--- src/rtl/pipe_adder_pkg.sv ---
// Shared constants and the stage record for the pipelined adder.
// The optional carry-out port is controlled by macro PIPE_ADDER_COUT_EN.
package pipe_adder_pkg;

  localparam int unsigned PA_WIDTH   = 32;
  localparam int unsigned PA_STAGE_W = 8;
  localparam int unsigned PA_STAGES  = PA_WIDTH / PA_STAGE_W;

  // Per-stage pipeline record at the default width: the top declares the same
  // layout against its own WIDTH so non-default builds stay consistent.
  typedef struct packed {
    logic                valid;
    logic                carry;
    logic [PA_WIDTH-1:0] sum;
    logic [PA_WIDTH-1:0] x_0;
    logic [PA_WIDTH-1:0] x_1;
  } stage_t;

endpackage

--- src/rtl/pipe_adder_if.sv ---
// Operand/result bus of the pipelined adder.
// PIPE_ADDER_COUT_EN adds the carry-out signal to the bus.
interface pipe_adder_if #(
  parameter int unsigned WIDTH = pipe_adder_pkg::PA_WIDTH
);
  logic             req;
  logic [WIDTH-1:0] x_0;
  logic [WIDTH-1:0] x_1;
  logic [WIDTH-1:0] result;
  logic             vld;
`ifdef PIPE_ADDER_COUT_EN
  logic             cout;

  modport master (output req, x_0, x_1, input  result, vld, cout);
  modport slave  (input  req, x_0, x_1, output result, vld, cout);
`else
  modport master (output req, x_0, x_1, input  result, vld);
  modport slave  (input  req, x_0, x_1, output result, vld);
`endif
endinterface

--- src/rtl/pipe_adder_stage.sv ---
// One STAGE_W-bit ripple slice with carry in and carry out.
module pipe_adder_stage
  import pipe_adder_pkg::*;
#(
  parameter int unsigned STAGE_W = PA_STAGE_W
) (
  input  logic [STAGE_W-1:0] a,
  input  logic [STAGE_W-1:0] b,
  input  logic               cin,
  output logic [STAGE_W-1:0] s,
  output logic               cout
);
  logic [STAGE_W:0] total;

  always_comb begin
    total = {1'b0, a} + {1'b0, b} + {{STAGE_W{1'b0}}, cin};
  end

  assign s    = total[STAGE_W-1:0];
  assign cout = total[STAGE_W];
endmodule

--- src/rtl/pipe_adder.sv ---
// Pipelined adder: one STAGE_W slice per stage, latency WIDTH/STAGE_W cycles.
// Macro PIPE_ADDER_COUT_EN exposes the final carry-out on the bus.
module pipe_adder
  import pipe_adder_pkg::*;
#(
  parameter int unsigned WIDTH   = PA_WIDTH,
  parameter int unsigned STAGE_W = PA_STAGE_W
) (
  input  logic        clk,
  input  logic        reset,
  input  logic        flush,
  input  logic        stall,
  pipe_adder_if.slave bus
);
  localparam int unsigned STAGES = WIDTH / STAGE_W;

  typedef struct packed {
    logic             valid;
    logic             carry;
    logic [WIDTH-1:0] sum;
    logic [WIDTH-1:0] x_0;
    logic [WIDTH-1:0] x_1;
  } stage_rec_t;

  if (WIDTH % STAGE_W != 0) begin : g_bad_cfg
    $error("pipe_adder: WIDTH must be a multiple of STAGE_W");
  end

  stage_rec_t         stage_in  [STAGES];
  stage_rec_t         st_d      [STAGES];
  stage_rec_t         st_q      [STAGES];
  logic [STAGE_W-1:0] slice_sum [STAGES];
  logic               slice_cout[STAGES];

  // Stage k consumes the record registered by stage k-1; stage 1 takes the bus.
  always_comb begin
    stage_in[0].valid = bus.req;
    stage_in[0].carry = 1'b0;
    stage_in[0].sum   = '0;
    stage_in[0].x_0   = bus.x_0;
    stage_in[0].x_1   = bus.x_1;
    for (int unsigned i = 1; i < STAGES; i++) begin
      stage_in[i] = st_q[i-1];
    end
  end

  for (genvar g = 0; g < STAGES; g++) begin : g_stage
    pipe_adder_stage #(.STAGE_W(STAGE_W)) u_stage (
      .a   (stage_in[g].x_0[g*STAGE_W +: STAGE_W]),
      .b   (stage_in[g].x_1[g*STAGE_W +: STAGE_W]),
      .cin (stage_in[g].carry),
      .s   (slice_sum[g]),
      .cout(slice_cout[g])
    );
  end

  always_comb begin
    for (int unsigned i = 0; i < STAGES; i++) begin
      st_d[i]                             = stage_in[i];
      st_d[i].carry                       = slice_cout[i];
      st_d[i].sum[i*STAGE_W +: STAGE_W]   = slice_sum[i];
    end
  end

  // Flush only drops valid bits and outranks stall; stall freezes everything.
  always_ff @(posedge clk or posedge reset) begin
    if (reset) begin
      for (int unsigned i = 0; i < STAGES; i++) begin
        st_q[i] <= '0;
      end
    end else if (flush) begin
      for (int unsigned i = 0; i < STAGES; i++) begin
        st_q[i].valid <= 1'b0;
      end
    end else if (!stall) begin
      for (int unsigned i = 0; i < STAGES; i++) begin
        st_q[i] <= st_d[i];
      end
    end
  end

  assign bus.result = st_q[STAGES-1].sum;
  assign bus.vld    = st_q[STAGES-1].valid & ~stall;
`ifdef PIPE_ADDER_COUT_EN
  assign bus.cout   = st_q[STAGES-1].carry;
`endif
endmodule

--- src/flat_wrapper.sv ---
// flat-port wrapper written by rule: the top's interface ports become plain ports
module pipe_adder_flat import pipe_adder_pkg::*;
#(
  parameter int unsigned WIDTH   = PA_WIDTH,
  parameter int unsigned STAGE_W = PA_STAGE_W
)
  (clk, reset, flush, stall, bus_req, bus_x_0, bus_x_1, bus_result, bus_vld);
  pipe_adder_if #(.WIDTH(WIDTH)) bus_i ();
  input  logic clk;
  input  logic reset;
  input  logic flush;
  input  logic stall;
  input wire logic [$bits(bus_i.req)-1:0] bus_req;
  input wire logic [$bits(bus_i.x_0)-1:0] bus_x_0;
  input wire logic [$bits(bus_i.x_1)-1:0] bus_x_1;
  output wire logic [$bits(bus_i.result)-1:0] bus_result;
  output wire logic [$bits(bus_i.vld)-1:0] bus_vld;
  assign bus_i.req = bus_req;
  assign bus_i.x_0 = bus_x_0;
  assign bus_i.x_1 = bus_x_1;
  assign bus_result = bus_i.result;
  assign bus_vld = bus_i.vld;
  pipe_adder #(.WIDTH(WIDTH), .STAGE_W(STAGE_W)) u_core (.clk(clk), .reset(reset), .flush(flush), .stall(stall), .bus(bus_i));
endmodule
--- config.mk ---
export PLATFORM = sky130hd
export DESIGN_NAME = pipe_adder_flat
export DESIGN_NICKNAME = d
export VERILOG_FILES = /design/src/rtl/pipe_adder_pkg.sv /design/src/rtl/pipe_adder_if.sv /design/src/rtl/pipe_adder_stage.sv /design/src/rtl/pipe_adder.sv /design/src/flat_wrapper.sv
export SDC_FILE = /design/constraint.sdc
export NUM_CORES = 1
export LEC_CHECK = 0
export BUFFER_PORTS_ARGS = -buffer_cell sky130_fd_sc_hd__buf_2
export CAP_MARGIN = 20
export CORE_MARGIN = 2
export CORE_UTILIZATION = 50
export CTS_CLUSTER_DIAMETER = 120
export DETAILED_ROUTE_END_ITERATION = 16
export PLACE_DENSITY = 0.72
export SKIP_LAST_GASP = 1
export SYNTH_ARGS = -nofsm -noshare
export SYNTH_HDL_FRONTEND = slang
export SYNTH_SLANG_ARGS = --single-unit
--- constraint.sdc ---
create_clock -name clk -period 5.7 [get_ports clk]
set_clock_uncertainty 0.1 [all_clocks]
set_input_delay 0.57 -clock clk [delete_from_list [all_inputs] [get_ports clk]]
set_output_delay 0.57 -clock clk [all_outputs]
set_load 0.1 [all_outputs]
==> out/results.ini <==
[run_status]
status=complete, no violations

[drt]
drt-initial-drc-count=366
dr.pass1.iters=4
drc=0
post_drt_wl_per_cell_um=12.5
via_per_inst=4.80
wl_um=15000
antenna_left=0
vias=5765

[yosys]
ys_warn_count=0
seq_area_frac_synth_pct=55.5
synth-main-ff-cell=dfrtp_1
syn_inst=919
synthTopCellsByArea=dfrtp_1 (55%), nand2_1 (22%), ha_1 (4.2%), buf_4 (2.9%), o21ai_1 (2.1%)
synth-edff-count=0
synth_nets=1023
yosysTopAreaCellShare_pct=55.5
synth_seq_cells=183
avgSynthCellArea_um2=8.98
syn_area_um2=8250
yosysMostFrequentCell=nand2_1
async_flop_share_pct=100
synth_cell_type_count=37
synth_top_cells_by_count=nand2_1 (475), dfrtp_1 (183), o21ai_1 (34)
yosys.area.top_type=dfrtp_1

[timing]
drv_slew=0
tightest_slew_ps=1020
totalNegativeSetupSlack_ps=0
fmax_ghz=0.388
rsz0062_at_grt=no
slew_headroom_pct=32.3
period_share_pct=45.2
setup_viol=0
finalHoldViolations=0
min_period_ps=2580

[clock_tree]
cts_buffers=17
clkLatencyLatePin_ps=430
cts_tree=built
cts_hold_buf=0
cts_max_path_buffers=2
clkSlewWorstSetupHoldPaths_ps=60
cts.repair.resized=0
cts-root-buf=clkbuf_16
clock-sinks=183
htreeDepth=4
post_cts_buffers=0

[pwr]
p_int_w=0.00255
p_switching_w=0.00154
switching_share_pct=37.6
peakVddDrop_uv=281
comb_power_share_pct=28.9
leakage_nw=5.02
pwr-share-seq_pct=41.9
powerDensity_nw_per_um2=442
clkPwrFrac_pct=29.2

[critical_path]
worstSetupStartpointType=flop
critPathRequiredTime_ps=5880
critical_path_class=reg2reg
cp-startpoint=u_core.st_d[146]$_DFFE_PP0P_
ff2ff_path_depth=7
end_kind=flop
reg2reg_from=u_core.st_d[146]$_DFFE_PP0P_
worstPathArrival_ps=2760
worstPathMaxFanout=3

[layout]
area_growth_pct=12.0
regArea_um2=4580
fillers=1421
fin_nets=1076
drive_gt1_share_pct=14.6
final_util_pct=57.8
multiInputGateArea_um2=3210
n_antenna_cell=0

[place]
gp_congestion=0.767
portBuffers=101
dp_hpwl_um=9750

[floorplanning]
rows=46
core_um2=16000
num_io_pins=102
dieArea_um2=17600
die_h_um=132
dieWidth_um=132
start_util_pct=51.6

[global_route]
overflow=0
grt_usage_pct=18.4
grt_pass1_wl_um=26400
first_global_vias=5717
antenna_found_initial=0
grt_max_degree=124

[worst_hold_path]
hold_class=in2async

[flow_run]
drv_cap=0

[state kept, by name (all words and copies together), names as in the netlist]
name and count:
u_core.st_q 4, u_core.st_d 147, u_core.bus.result 32
[path summary, 6_finish.rpt]
kind,end,slack (ps)
max,u_core.st_d[86]$_DFFE_PP0P_,3120
min,u_core.bus.result[12]$_DFFE_PP0P_,170
max reg2reg,u_core.st_d[86]$_DFFE_PP0P_,3120
min reg2reg,u_core.st_d[74]$_DFFE_PP0P_,370
max in group asynchronous,u_core.bus.result[28]$_DFFE_PP0P_,4050
min in group clk,u_core.st_d[248]$_DFFE_PP0P_,220
[final cells by class]
class,instances,area share [%]
clock buffer,18,4.64
clock inverter,14,1.92
timing repair buffer,106,5.88
tap,216,2.92
multi-input combinational,658,34.8
inverter,6,0.325
sequential,183,49.6
[critical path, cell delays in order, from the launching register on]
cell and delay [ps]:
dfrtp_1 400, fa_1 490, fa_1 420, a21o_1 220, a311o_1 380, a21oi_2 180, xor2_1 170, o21ai_1 70
[power groups by stage]
stage / clock network (W) / logic [W] / registers [W]
5_1_grt: 0.00128 / 0.00128 / 0.00174
4_1_cts: 0.00122 / 0.00119 / 0.00171
2_1_floorplan: 0 / 0.00109 / 0.00169
6_report: 0.00120 / 0.00118 / 0.00171
3_5_place_dp: 0 / 0.00118 / 0.00173
3_3_place_gp: 0 / 0.00116 / 0.00173
[routing by layer]
layer | GRT usage [%] | vias up | wire [um] | part of all wire [%]
met4 | 6.57 | 0 | 280 | 1.9
met3 | 3.79 | 19 | 452 | 3.0
met5 | 0 | - | 0 | 0
met2 | 29.6 | 87 | 7040 | 47
li1 | - | 2983 | - | -
met1 | 25.0 | 2676 | 7220 | 48
[logic make-up after synthesis]
logic type	Yosys count	synth area share, %
DFF	183	55.5
adders and majority gates	35	5.94
and+or+nand+nor	513	24.0
muxes	4	0.485
AOI/OAI and AO/OA	87	6.43
xor gates and xnor gates	19	2.02
buffers and inverters	78	5.70
[stage by stage]
step	setup WS [ps]	cells	total power, W	hold WS [ps]	instance area, um2
after floorplan	58.0	919	0.00278	339	8250
after global placement	3040	1169	0.00289	344	8630
after detailed placement	3030	1169	0.00292	349	8630
after CTS	3140	1201	0.00412	212	9240
after global routing	3030	1201	0.00431	220	9240
final	3120	1201	0.00409	174	9240
[cell usage in the layout (no fill, tap or decap), types with 6 or more instances in the layout]
cell | synthesis | final
nand2_1 | 475 | 475
dfrtp_1 | 183 | 183
buf_2 | 28 | 101
o21ai_1 | 34 | 34
ha_1 | 28 | 28
clkbuf_16 | 0 | 17
a21oi_1 | 13 | 13
xor2_1 | 13 | 13
nor2_1 | 13 | 13
nor3_1 | 10 | 10
o21ai_0 | 8 | 8
a21o_1 | 7 | 7
a211oi_1 | 7 | 7
fa_1 | 7 | 7
xnor2_1 | 6 | 6
Note: power is estimated with default switching activity, not from simulation.
